[src/rtl/mips_cpu_pkg.sv]
// mips_cpu_pkg: shared types and constants for the MIPS CPU and its
// instruction sequencer.
//   inst_t / word_t   : 32-bit instruction and data words
//   OP_* / REG_*      : opcode and register-number constants
//   seq_state_t       : sequencer state encoding
//   NOP_INST          : instruction driven while nothing is issued
//   make_itype()      : assembles an I-type instruction word
package mips_cpu_pkg;

  typedef logic [31:0] inst_t;
  typedef logic [31:0] word_t;

  localparam logic [5:0] OP_RTYPE = 6'h00;
  localparam logic [5:0] OP_ADDI  = 6'h08;
  localparam logic [5:0] OP_LW    = 6'h23;
  localparam logic [5:0] OP_SW    = 6'h2b;

  localparam logic [4:0] REG_ZERO = 5'd0;
  localparam logic [4:0] REG_T0   = 5'd8;
  localparam logic [4:0] REG_T7   = 5'd15;

  typedef enum logic [1:0] {
    IDLE  = 2'd0,
    RUN   = 2'd1,
    STEP  = 2'd2,
    DRAIN = 2'd3
  } seq_state_t;

  localparam inst_t NOP_INST = 32'h0;

  function automatic inst_t make_itype(input logic [5:0]  op,
                                       input logic [4:0]  rs,
                                       input logic [4:0]  rt,
                                       input logic [15:0] imm);
    return {op, rs, rt, imm};
  endfunction

endpackage

[src/rtl/prog_buffer.sv]
// prog_buffer: DEPTH x inst_t program store, one synchronous write port and
// one asynchronous read port. Contents are deliberately not reset.
//   clk_i    : clock
//   we_i     : write enable
//   waddr_i  : write address
//   wdata_i  : write data
//   raddr_i  : read address
//   rdata_o  : read data (combinational)
module prog_buffer
  import mips_cpu_pkg::*;
#(
  parameter int DEPTH = 16,
  parameter int AW    = (DEPTH > 1) ? $clog2(DEPTH) : 1
) (
  input  logic          clk_i,
  input  logic          we_i,
  input  logic [AW-1:0] waddr_i,
  input  inst_t         wdata_i,
  input  logic [AW-1:0] raddr_i,
  output inst_t         rdata_o
);

  inst_t mem_q [DEPTH];

  always_ff @(posedge clk_i) begin
    if (we_i) mem_q[waddr_i] <= wdata_i;
  end

  assign rdata_o = mem_q[raddr_i];

endmodule

[src/rtl/inst_sequencer.sv]
// inst_sequencer: holds a small program loaded by a host and feeds it to the
// CPU one instruction per cycle (continuous run or single step), then drains
// for RESULT_LAT cycles so the last results can be traced.
//   cpu_clk_50M / cpu_rst           : clock, synchronous active-high reset
//   load_valid/load_inst/load_ready : program load handshake (IDLE only)
//   clr_prog                        : empty the program (IDLE only)
//   cmd_run/cmd_step/cmd_halt       : issue control
//   loop_en                         : wrap to entry 0 instead of stopping
//   en/outer_inst                   : instruction presented to the CPU
//   peek1/peek2                     : CPU debug words
//   trace_valid/trace_peek1/2       : peeks captured RESULT_LAT after an issue
//   state/prog_cnt/issue_cnt        : status
//
// state | meaning
// IDLE  | loads and commands accepted
// RUN   | issue every cycle until end of program or halt
// STEP  | issue a single instruction
// DRAIN | wait RESULT_LAT cycles for results, commands ignored
module inst_sequencer
  import mips_cpu_pkg::*;
#(
  parameter int DEPTH      = 16,
  parameter int RESULT_LAT = 5
) (
  input  logic                   cpu_clk_50M,
  input  logic                   cpu_rst,
  input  logic                   load_valid,
  input  inst_t                  load_inst,
  output logic                   load_ready,
  input  logic                   clr_prog,
  input  logic                   cmd_run,
  input  logic                   cmd_step,
  input  logic                   cmd_halt,
  input  logic                   loop_en,
  output logic                   en,
  output inst_t                  outer_inst,
  input  word_t                  peek1,
  input  word_t                  peek2,
  output logic                   trace_valid,
  output word_t                  trace_peek1,
  output word_t                  trace_peek2,
  output seq_state_t             state,
  output logic [$clog2(DEPTH):0] prog_cnt,
  output logic [15:0]            issue_cnt
);

  localparam int AW = (DEPTH > 1) ? $clog2(DEPTH) : 1;
  localparam int CW = $clog2(DEPTH) + 1;
  localparam int DW = (RESULT_LAT > 1) ? $clog2(RESULT_LAT) : 1;
  localparam logic [CW-1:0] DEPTH_C    = CW'(DEPTH);
  localparam logic [DW-1:0] DRAIN_INIT = DW'(RESULT_LAT - 1);

  seq_state_t            state_q;
  logic [AW-1:0]         pc_q;
  logic [CW-1:0]         prog_cnt_q, prog_cnt_d;
  logic [15:0]           issue_cnt_q;
  logic                  en_q, load_ready_q, trace_valid_q;
  inst_t                 outer_inst_q;
  word_t                 trace_peek1_q, trace_peek2_q;
  logic [RESULT_LAT-1:0] trace_sr_q;
  logic [DW-1:0]         drain_cnt_q;

  logic          idle, clr_fire, load_fire, cmd_ok, issue_now, pc_last;
  logic [AW-1:0] pc_next;
  inst_t         rd_inst;

  always_comb begin
    idle      = (state_q == IDLE);
    clr_fire  = idle && clr_prog;
    load_fire = idle && load_valid && load_ready_q && !clr_prog;
    // A clear in the same cycle empties the program, so commands must not fire.
    cmd_ok    = idle && !clr_prog && (prog_cnt_q != '0);
    issue_now = ((state_q == RUN) && !cmd_halt) || (state_q == STEP);
    pc_last   = (CW'(pc_q) == (prog_cnt_q - CW'(1)));
    pc_next   = pc_last ? '0 : pc_q + AW'(1);
    prog_cnt_d = prog_cnt_q;
    if (clr_fire)       prog_cnt_d = '0;
    else if (load_fire) prog_cnt_d = prog_cnt_q + CW'(1);
  end

  prog_buffer #(.DEPTH(DEPTH), .AW(AW)) u_prog_buffer (
    .clk_i   (cpu_clk_50M),
    .we_i    (load_fire && !cpu_rst),
    .waddr_i (prog_cnt_q[AW-1:0]),
    .wdata_i (load_inst),
    .raddr_i (pc_q),
    .rdata_o (rd_inst)
  );

  always_ff @(posedge cpu_clk_50M) begin
    if (cpu_rst) begin
      state_q       <= IDLE;
      pc_q          <= '0;
      prog_cnt_q    <= '0;
      issue_cnt_q   <= '0;
      en_q          <= 1'b0;
      outer_inst_q  <= NOP_INST;
      load_ready_q  <= 1'b1;
      trace_valid_q <= 1'b0;
      trace_peek1_q <= '0;
      trace_peek2_q <= '0;
      trace_sr_q    <= '0;
      drain_cnt_q   <= '0;
    end else begin
      prog_cnt_q   <= prog_cnt_d;
      en_q         <= issue_now;
      outer_inst_q <= issue_now ? rd_inst : NOP_INST;
      if (issue_now) issue_cnt_q <= issue_cnt_q + 16'd1;

      // One flag per edge; the flag leaving the top marks a result now valid.
      trace_sr_q    <= (trace_sr_q << 1) | RESULT_LAT'(issue_now);
      trace_valid_q <= trace_sr_q[RESULT_LAT-1];
      if (trace_sr_q[RESULT_LAT-1]) begin
        trace_peek1_q <= peek1;
        trace_peek2_q <= peek2;
      end

      load_ready_q <= 1'b0;
      case (state_q)
        IDLE: begin
          if (clr_fire) pc_q <= '0;
          if (cmd_ok && cmd_run) begin
            state_q <= RUN;
            pc_q    <= '0;
          end else if (cmd_ok && cmd_step) begin
            state_q <= STEP;
          end else begin
            load_ready_q <= (prog_cnt_d < DEPTH_C);
          end
        end
        RUN: begin
          if (cmd_halt) begin
            state_q     <= DRAIN;
            drain_cnt_q <= DRAIN_INIT;
          end else begin
            pc_q <= pc_next;
            if (pc_last && !loop_en) begin
              state_q     <= DRAIN;
              drain_cnt_q <= DRAIN_INIT;
            end
          end
        end
        STEP: begin
          pc_q        <= pc_next;
          state_q     <= DRAIN;
          drain_cnt_q <= DRAIN_INIT;
        end
        DRAIN: begin
          if (drain_cnt_q == '0) begin
            state_q      <= IDLE;
            load_ready_q <= (prog_cnt_q < DEPTH_C);
          end else begin
            drain_cnt_q <= drain_cnt_q - DW'(1);
          end
        end
        default: state_q <= IDLE;
      endcase
    end
  end

  assign state       = state_q;
  assign prog_cnt    = prog_cnt_q;
  assign issue_cnt   = issue_cnt_q;
  assign en          = en_q;
  assign outer_inst  = outer_inst_q;
  assign load_ready  = load_ready_q;
  assign trace_valid = trace_valid_q;
  assign trace_peek1 = trace_peek1_q;
  assign trace_peek2 = trace_peek2_q;

endmodule

[config.mk]
export PLATFORM = sky130hd
export DESIGN_NAME = inst_sequencer
export DESIGN_NICKNAME = d
export VERILOG_FILES = /design/src/rtl/mips_cpu_pkg.sv /design/src/rtl/prog_buffer.sv /design/src/rtl/inst_sequencer.sv
export SDC_FILE = /design/constraint.sdc
export NUM_CORES = 1
export LEC_CHECK = 0
export ABC_AREA = 1
export BUFFER_PORTS_ARGS = -buffer_cell sky130_fd_sc_hd__buf_2
export CAP_MARGIN = 40
export CORE_ASPECT_RATIO = 0.5
export CORE_MARGIN = 2
export CORE_UTILIZATION = 50
export CTS_CLUSTER_DIAMETER = 40
export DETAILED_ROUTE_END_ITERATION = 8
export PLACE_DENSITY_LB_ADDON = 0.15
export SLEW_MARGIN = 30
export SYNTH_ARGS = -nofsm -noshare
export SYNTH_HDL_FRONTEND = slang
export SYNTH_SLANG_ARGS = --single-unit
[constraint.sdc]
create_clock -name cpu_clk_50M -period 2.9 [get_ports cpu_clk_50M]
set_clock_uncertainty 0.15 [all_clocks]
set_input_delay 0.145 -clock cpu_clk_50M [delete_from_list [all_inputs] [get_ports cpu_clk_50M]]
set_output_delay 0.145 -clock cpu_clk_50M [all_outputs]
set_load 0.005 [all_outputs]
==> run summary, run 1 <==
Setup repair after global routing left no endpoint under its margin. The global route total overflow is 0. The signal on the critical path passes through inv_1, ha_1, nand3_1, nor2_1, inv_1, nor2_1, nand2_1, nor2_4, buf_4. The tree is rooted in a clkbuf_16.

The initialized floorplan defines 57 standard-cell rows. Measured along the x axis, the die boundary spans 319 um. The signed area change from the synthesized netlist to the final layout works out to 19.8%.

The layout has 3826 filler cells. On the worst path, the slowest cell contributes a delay of 0.37 ns. The met2 demand-to-capacity share in global routing was 39.4%. Dividing the detail-routed wire length by the instance count gives 20.5 um. The run gives 1650 as the detailed router's first-iteration violation count.

CTS saw 645 sinks. For the sequential element share of the synthesized area, the log shows 72.6%. The logs give 0 for the DRC violation count after routing and 2096 for the count of mapped cells out of synthesis. The die is 162 um tall. The worst setup margin is 0.178 ns, and the proportion of layout cells with a drive suffix above 1 is 16.3%.

TritonCTS built the clock tree. The net count after synthesis came out at 2212. The tools report the endpoint kind of the worst setup timing path as a flop. The flow ran to the end, and the final reports show no timing, DRC or antenna violations. Ranked by total cell area, the synthesized netlist is headed by edfxtp_1 62%, dfxtp_1 11%, nor2_1 6.9%, o21ai_0 6.4%, o22ai_1 2.5%. For this run, the share of the core covered by cells in the final layout is 61.0%. Along the worst path, the maximum fanout reaches 12.

At the pin with the least slew margin, the transition time is 0.774 ns. The slowest cell on the critical path was dfxtp_1. Static timing analysis puts the maximum clock frequency at 0.367 GHz.

The hold violation count in the final report is 0. Global routing used 4.80% of the available met3 tracks. The placeable core area is 48800 um^2. The run gives 0 as the number of setup violations in the final report. Type of the setup path with the least slack: flop to flop. The final layout contains routed wiring with a total length of 63300 um. Maximum number of pins on one net before global-route repair: 132. The worst path needs 2.72 ns of the cycle, external delays included. The largest area contributor in the synthesized netlist is edfxtp_1.

The netlist uses 36 different library cells. In this run the most used layer during global routing was met2. The run gives 35400 um as the post-DP HPWL. Clock transition time at the flip-flop clock pins of the worst setup and hold paths: 0.06 ns.

For the maximum resistive drop on vdd, the log shows 0.892 mV. The top cell types in the final layout, fill and taps aside, are 512 x edfxtp_1, 439 x nor2_1, 317 x o21ai_0. The overall via count from detail_route is 17410. The most common library cell in the layout ignoring fill and taps was edfxtp_1. The multi-input combinational cells in the finished layout cover a total of 6060 um^2. The tools report the routability congestion estimate as 0.802. The logs give 0.61 ns for the clock latency at the later pin of the worst-skew pair and 0.150 ns for the hold slack. The data arrival time at the worst-slack endpoint is 2.87 ns, and the global-route usage over all layers is 24.6%.

The logs give 0 for the final count of pins violating max slew and 26900 um^2 for the total placed instance area. The cell area power density is 780 nW/um^2, and the number of top-level design ports is 226. The final layout net count is 2516. The quantity of I/O buffers inserted on ports works out to 225. The synthesized flop and latch total was 645. The pre-antenna-repair detailed-routing pass consisted of 5 iterations. OpenSTA, run right after detailed placement, puts the worst setup slack at 0.233 ns. CTS built an H-tree with a depth of 2. The clock passes through at most 3 buffers. The cell family contributing the most delay on the critical path is simple AND/OR/NAND/NOR gates. The effective utilization at floorplan is 50.9%, and the total buffers and inverters traversed by the critical path is 3. Max-cap violations in this run came to 0. The top cell type by area accounts for 61.9% of the synthesized area. In the final timing run, aggregate negative setup slack is 0 ns. The logs give 2 for the number of antenna violations at the first check in global routing and 56 for the number of buffers created by CTS. The die covers 51600 um^2. Registers take 18000 um^2. The final critical path takes up 93.9% of the cycle. Data on the critical path is required at its endpoint by 3.05 ns.

STA classifies the critical path startpoint as a flop. The run gives 24800 um^2 as the synthesized area. Met1 global-route usage: 35.1%. Detailed-route vias per instance: 5.63. The worst pin sits at a relative slew slack of 48.4%. The first-pass GRT wire length came out at 98400 um. The repair_antennas step left the layout with diodes totalling 0. In this run the worst hold path is classified as primary input to flop. The average instance in the mapped netlist occupies 11.9 um^2. The number of global-route vias before repair was 16870; the final instance area was 29800 um^2. Yosys printed 0 warnings.

Summed over all cells, the static leakage comes to 11.0 nW. The tools report the post-detailed-route count of antenna-violating nets as 0.
==> synth_stat cells (all sizes together) <==
master,count
nand3,66
o21ai,341
edfxtp,512
o22ai,101
and3,1
o21a,1
nand3b,1
o211ai,14
or2,1
ha,12
a21oi,81
nand2,166
nor3b,1
xor2,2
o221ai,12
nor3,3
nor2,457
a211oi,2
dfxtp,133
clkbuf,59
buf,75
nand4,6
inv,49
==> final timing paths <==
path,from,end,slack [ns],depth (start not counted)
worst max register to register,state[1],u_prog_buffer.mem_q[2][19],0.18,9
worst max-delay path,state[1],u_prog_buffer.mem_q[2][19],0.18,9
worst min-delay path,peek1[29],trace_peek1[29],0.15,4
worst min register to register,trace_sr_q[3],trace_sr_q[4],0.25,2
==> worst reg2reg max path: stages (launching register included) <==
cell and delay (ns):
dfxtp_1 0.37, inv_1 0.10, ha_1 0.28, nand3_1 0.11, nor2_1 0.23, inv_1 0.14, nor2_1 0.22, nand2_1 0.33
nor2_4 0.23, buf_4 0.26
==> metal layers <==
layer | share of wire, % | wire length, um
met1 | 44 | 28000
met5 | 0 | 0
met4 | 1.9 | 1190
met3 | 7.3 | 4640
met2 | 47 | 29500
==> stage by stage <==
step / instances / power, mW
after floorplan: 2096 / 14.4
after global placement: 2887 / 15.9
after detailed placement: 2887 / 16.0
after CTS: 3095 / 23.3
after global routing: 3095 / 24.4
final: 3095 / 23.2
==> flip-flops by register name, indices dropped and copies added (netlist names) <==
signal               count
pc_q                     4
drain_cnt_q              3
state                    2
trace_peek2             32
trace_valid              1
u_prog_buffer.mem_q    512
issue_cnt               16
prog_cnt                 5
load_ready               1
trace_sr_q               5
trace_peek1             32
outer_inst              32
==> power by group <==
part | switching, mW | total (mW) | leakage [nW] | internal (mW)
clock | 3.33 | 7.28 | 0.862 | 3.95
sequential | 0.176 | 10.4 | 5.68 | 10.2
combinational | 3.68 | 5.54 | 4.47 | 1.86
total | 7.19 | 23.2 | 11.0 | 16.0
==> what timing repair did <==
item | in CTS | in global routing
endpoints found under the setup margin | 0 | 0
gates resized for setup | 0 | 0
hold buffers | 104 | 0
setup buffers | 0 | 0
endpoints found under the hold margin | 604 | 0
==> cells by family after synthesis <==
group | count (synthesis) | share of synthesized area, %
xor+xnor | 2 | 0.0705
compound gates | 552 | 12.0
flops | 645 | 72.6
simple gates | 702 | 11.2
buf+inv | 183 | 3.51
fa+ha+maj | 12 | 0.604
==> layout make-up <==
class | count | area share, %
clock buffers | 76 | 5.24
inverters | 49 | 0.639
clock inverters | 28 | 0.702
repair buffers | 380 | 9.66
well taps | 649 | 2.73
flip-flops and latches | 645 | 60.7
multi-input cells | 1268 | 20.4
(Power assumes the default switching activity.)
==> inputs of run 2 (changes only) <==
clock period = 2.25 ns   (was 2.9 ns; I/O delays follow)
==> run summary, run 2 (synthesized netlist as in run 1, its figures left out) <==
The flow ran to the end, and the final reports show no timing, DRC or antenna violations. The clock transition time at the flip-flop clock pins of the worst setup and hold paths works out to 0.07 ns (about the same). The global route total overflow came out at 0 (unchanged).

The run gives 1427 (-14%) as the detailed router's first-iteration violation count. The placeable core area was 48800 um^2 (unchanged). The leakage power total came out at 11.4 nW (+3.8%). Required time at the endpoint of the critical path: 2.40 ns (-0.65 ns).

Clock latency at the later pin of the worst-skew pair: 0.61 ns (about the same). The post-DP HPWL is 38400 um (+8.6%). The DRC violation count after routing was 0 (unchanged); the number of global-route vias before repair was 17197 (+1.9%). The number of filler cells placed in the layout was 3746 (-2.1%); the pin slew with the least headroom to its limit was 0.583 ns (-0.191 ns). Post-placement setup slack: 0.0693 ns (-0.164 ns). Internal power component: 21.9 mW (+36%).

Leaving out fill and tap cells, the most frequent cell in the layout is edfxtp_1. The cell area power density is 1030 nW/um^2 (+33%), and the clock network power share is 32.5% (+1.1 points). The hold violation count in the final report is 0 (unchanged). The total buffers and inverters traversed by the critical path was 3 (unchanged).

The aggregate negative setup slack is 0 ns (unchanged). The global-route usage over all layers came out at 25.0% (+0.40 points). The worst setup margin is 0.0631 ns (-0.115 ns), and the die area is 51600 um^2 (unchanged). The quantity of I/O buffers inserted on ports came out at 225 (unchanged).

The tools report the maximum resistive drop on vdd as 0.649 mV (-27%). The max-cap check violation count is 0 (unchanged). The run gives 3 (unchanged) as the number of buffers between clock root and the deepest sink. The first-pass GRT wire length was 99400 um (+1.0%).

The logs give 0.815 (+1.6%) for the routability congestion estimate and 0 (unchanged) for the number of setup violations in the final report. The proportion of layout cells with a drive suffix above 1 works out to 18.6% (+2.4 points). The die width was 319 um (unchanged); the detailed-route vias per instance was 5.58 (-0.84%). The tools report the kind of launch point of the worst setup path as a flop. The number of top-level design ports came out at 226 (unchanged). The share of the cycle needed by the critical path after routing came out at 97.2% (+3.3 points). The tools report the total routed wirelength as 64600 um (+2.1%). The maximum clock rate is 0.457 GHz (+24%). The top fanout value on the critical path is 18 (+6), and the number of setup buffers added after CTS is 0 (unchanged). The dominant cell type by count on the critical path is nor2_4.

The tools report the sequential share of power as 42.2% (-2.5 points). The type of the tightest min-delay check was primary input to flop. Effective utilization at floorplan: 50.9% (unchanged). The number of antenna violations at the first check in global routing came out at 1 (-1). STA classifies the critical path endpoint as a flop.

Relative to the synthesized area, the layout overhead comes to 23.2%. The number of buffers created by CTS is 58 (+3.6%). The fraction of power consumed by combinational cells came out at 25.4% (+1.5 points).

Number of core rows: 57 (unchanged). The tools report the overall via count from detail_route as 17498 (+0.51%). The slowest stage of the critical path is the dfxtp_2 cell. The data arrival time at the worst-slack endpoint is 2.33 ns (-0.54 ns). The final count of pins violating max slew was 0 (unchanged). The vertical die dimension is 162 um (unchanged).

The mean routed wirelength per cell is 20.6 um (+0.68%). For the post-detailed-route count of antenna-violating nets, the log shows 0 (unchanged). The cell family contributing the most delay on the critical path is simple AND/OR/NAND/NOR gates. In the layout the commonest cells are 512 x edfxtp_1, 437 x nor2_1, 317 x o21ai_0. TritonCTS built the clock tree. The signal on the critical path passes through inv_2, ha_4, nand3_2, nor2_4, inv_2, nor2_4, nand2_4, nor2_4, buf_12. Net switching share of the total power: 31.0% (about the same). The number of diodes added for antenna fixing is 0 (unchanged), and the max-slew headroom at the worst pin is 61.2% (+13 points). The final layout net count was 2555 (+1.6%); the switching power total was 9.80 mW (+36%). The maximum number of pins on one net before global-route repair was 85 (-36%).

The number of clock sinks seen by CTS was 645 (unchanged); the worst stage delay on the critical path was 0.35 ns (-0.02 ns). Level count of the clock H-tree: 2 (unchanged). The number of flip-flops under the largest register name is 512 (unchanged), and the final period demand of the worst path is 2.19 ns (-0.535 ns). The tree is rooted in a clkbuf_16.

Setup repair after global routing left no endpoint under its margin. The critical path in this run is classified as flop to flop. Number of search-and-repair iterations in the first detailed-routing pass: 6 (+1). More flip-flops sit in one register than any other, and that register is u_prog_buffer.mem_q.
## run 2: worst register-to-register path, stage by stage (launching register included)
cell	delay, ns
dfxtp_2	0.35
inv_2	0.09
ha_4	0.18
nand3_2	0.10
nor2_4	0.15
inv_2	0.08
nor2_4	0.23
nand2_4	0.15
nor2_4	0.20
buf_12	0.21
## run 2: path summary, 6_finish.rpt
kind / from / cells after the start / slack, ns / to
worst max-delay path: state[1] / 9 / 0.06 / u_prog_buffer.mem_q[13][23]
worst min-delay path: peek2[21] / 4 / 0.12 / trace_peek2[21]
worst max register to register: state[1] / 9 / 0.06 / u_prog_buffer.mem_q[13][23]
worst min register to register: trace_sr_q[3] / 2 / 0.25 / trace_sr_q[4]
## run 2: cell type report
cell class              count  area [um^2]  area share (%)
flip-flops and latches    645        18100            59.0
multi-input cells        1268         6120            20.0
repair buffers            417         3450            11.3
clock buffers              78         1650            5.39
well taps                 649          812            2.65
clock inverters            31          327            1.07
inverters                  49          190           0.622
## run 2: layer usage
metal / track usage [%] / vias to the layer above / wire, um
li1: - / 8195 / -
met1: 34.4 / 8572 / 28200
met2: 41.7 / 631 / 30700
met3: 4.24 / 98 / 4330
met4: 6.30 / 2 / 1410
met5: 0 / - / 13
## run 2: timing repair
action / CTS / global route
hold buffers: 104 / 0
hold endpoints to repair: 609 / 0
setup endpoints to repair: 0 / 23
resized for setup: 0 / 2
## run 2: power by group through the flow
stage	combinational [mW]	sequential, mW	clock [mW]
4_1_cts	8.05	13.4	10.4
3_5_place_dp	7.87	13.6	0
6_report	8.03	13.4	10.3
3_3_place_gp	7.80	13.6	0
5_1_grt	8.89	13.4	10.9
2_1_floorplan	5.12	13.6	0
## run 2: metrics by stage
| step | util (%) | instance area [um^2] | std cells | hold slack [ns] | power [mW] |
|---|---|---|---|---|---|
| floorplan | - | 25000 | 2096 | 0.0614 | 18.7 |
| global placement | 56.5 | 27600 | 2924 | 0.183 | 21.4 |
| detailed placement | 56.5 | 27600 | 2924 | 0.190 | 21.5 |
| CTS | 62.7 | 30600 | 3137 | 0.0776 | 31.8 |
| global route | 62.7 | 30600 | 3137 | 0.105 | 33.2 |
| finish | 62.7 | 30600 | 3137 | 0.120 | 31.7 |
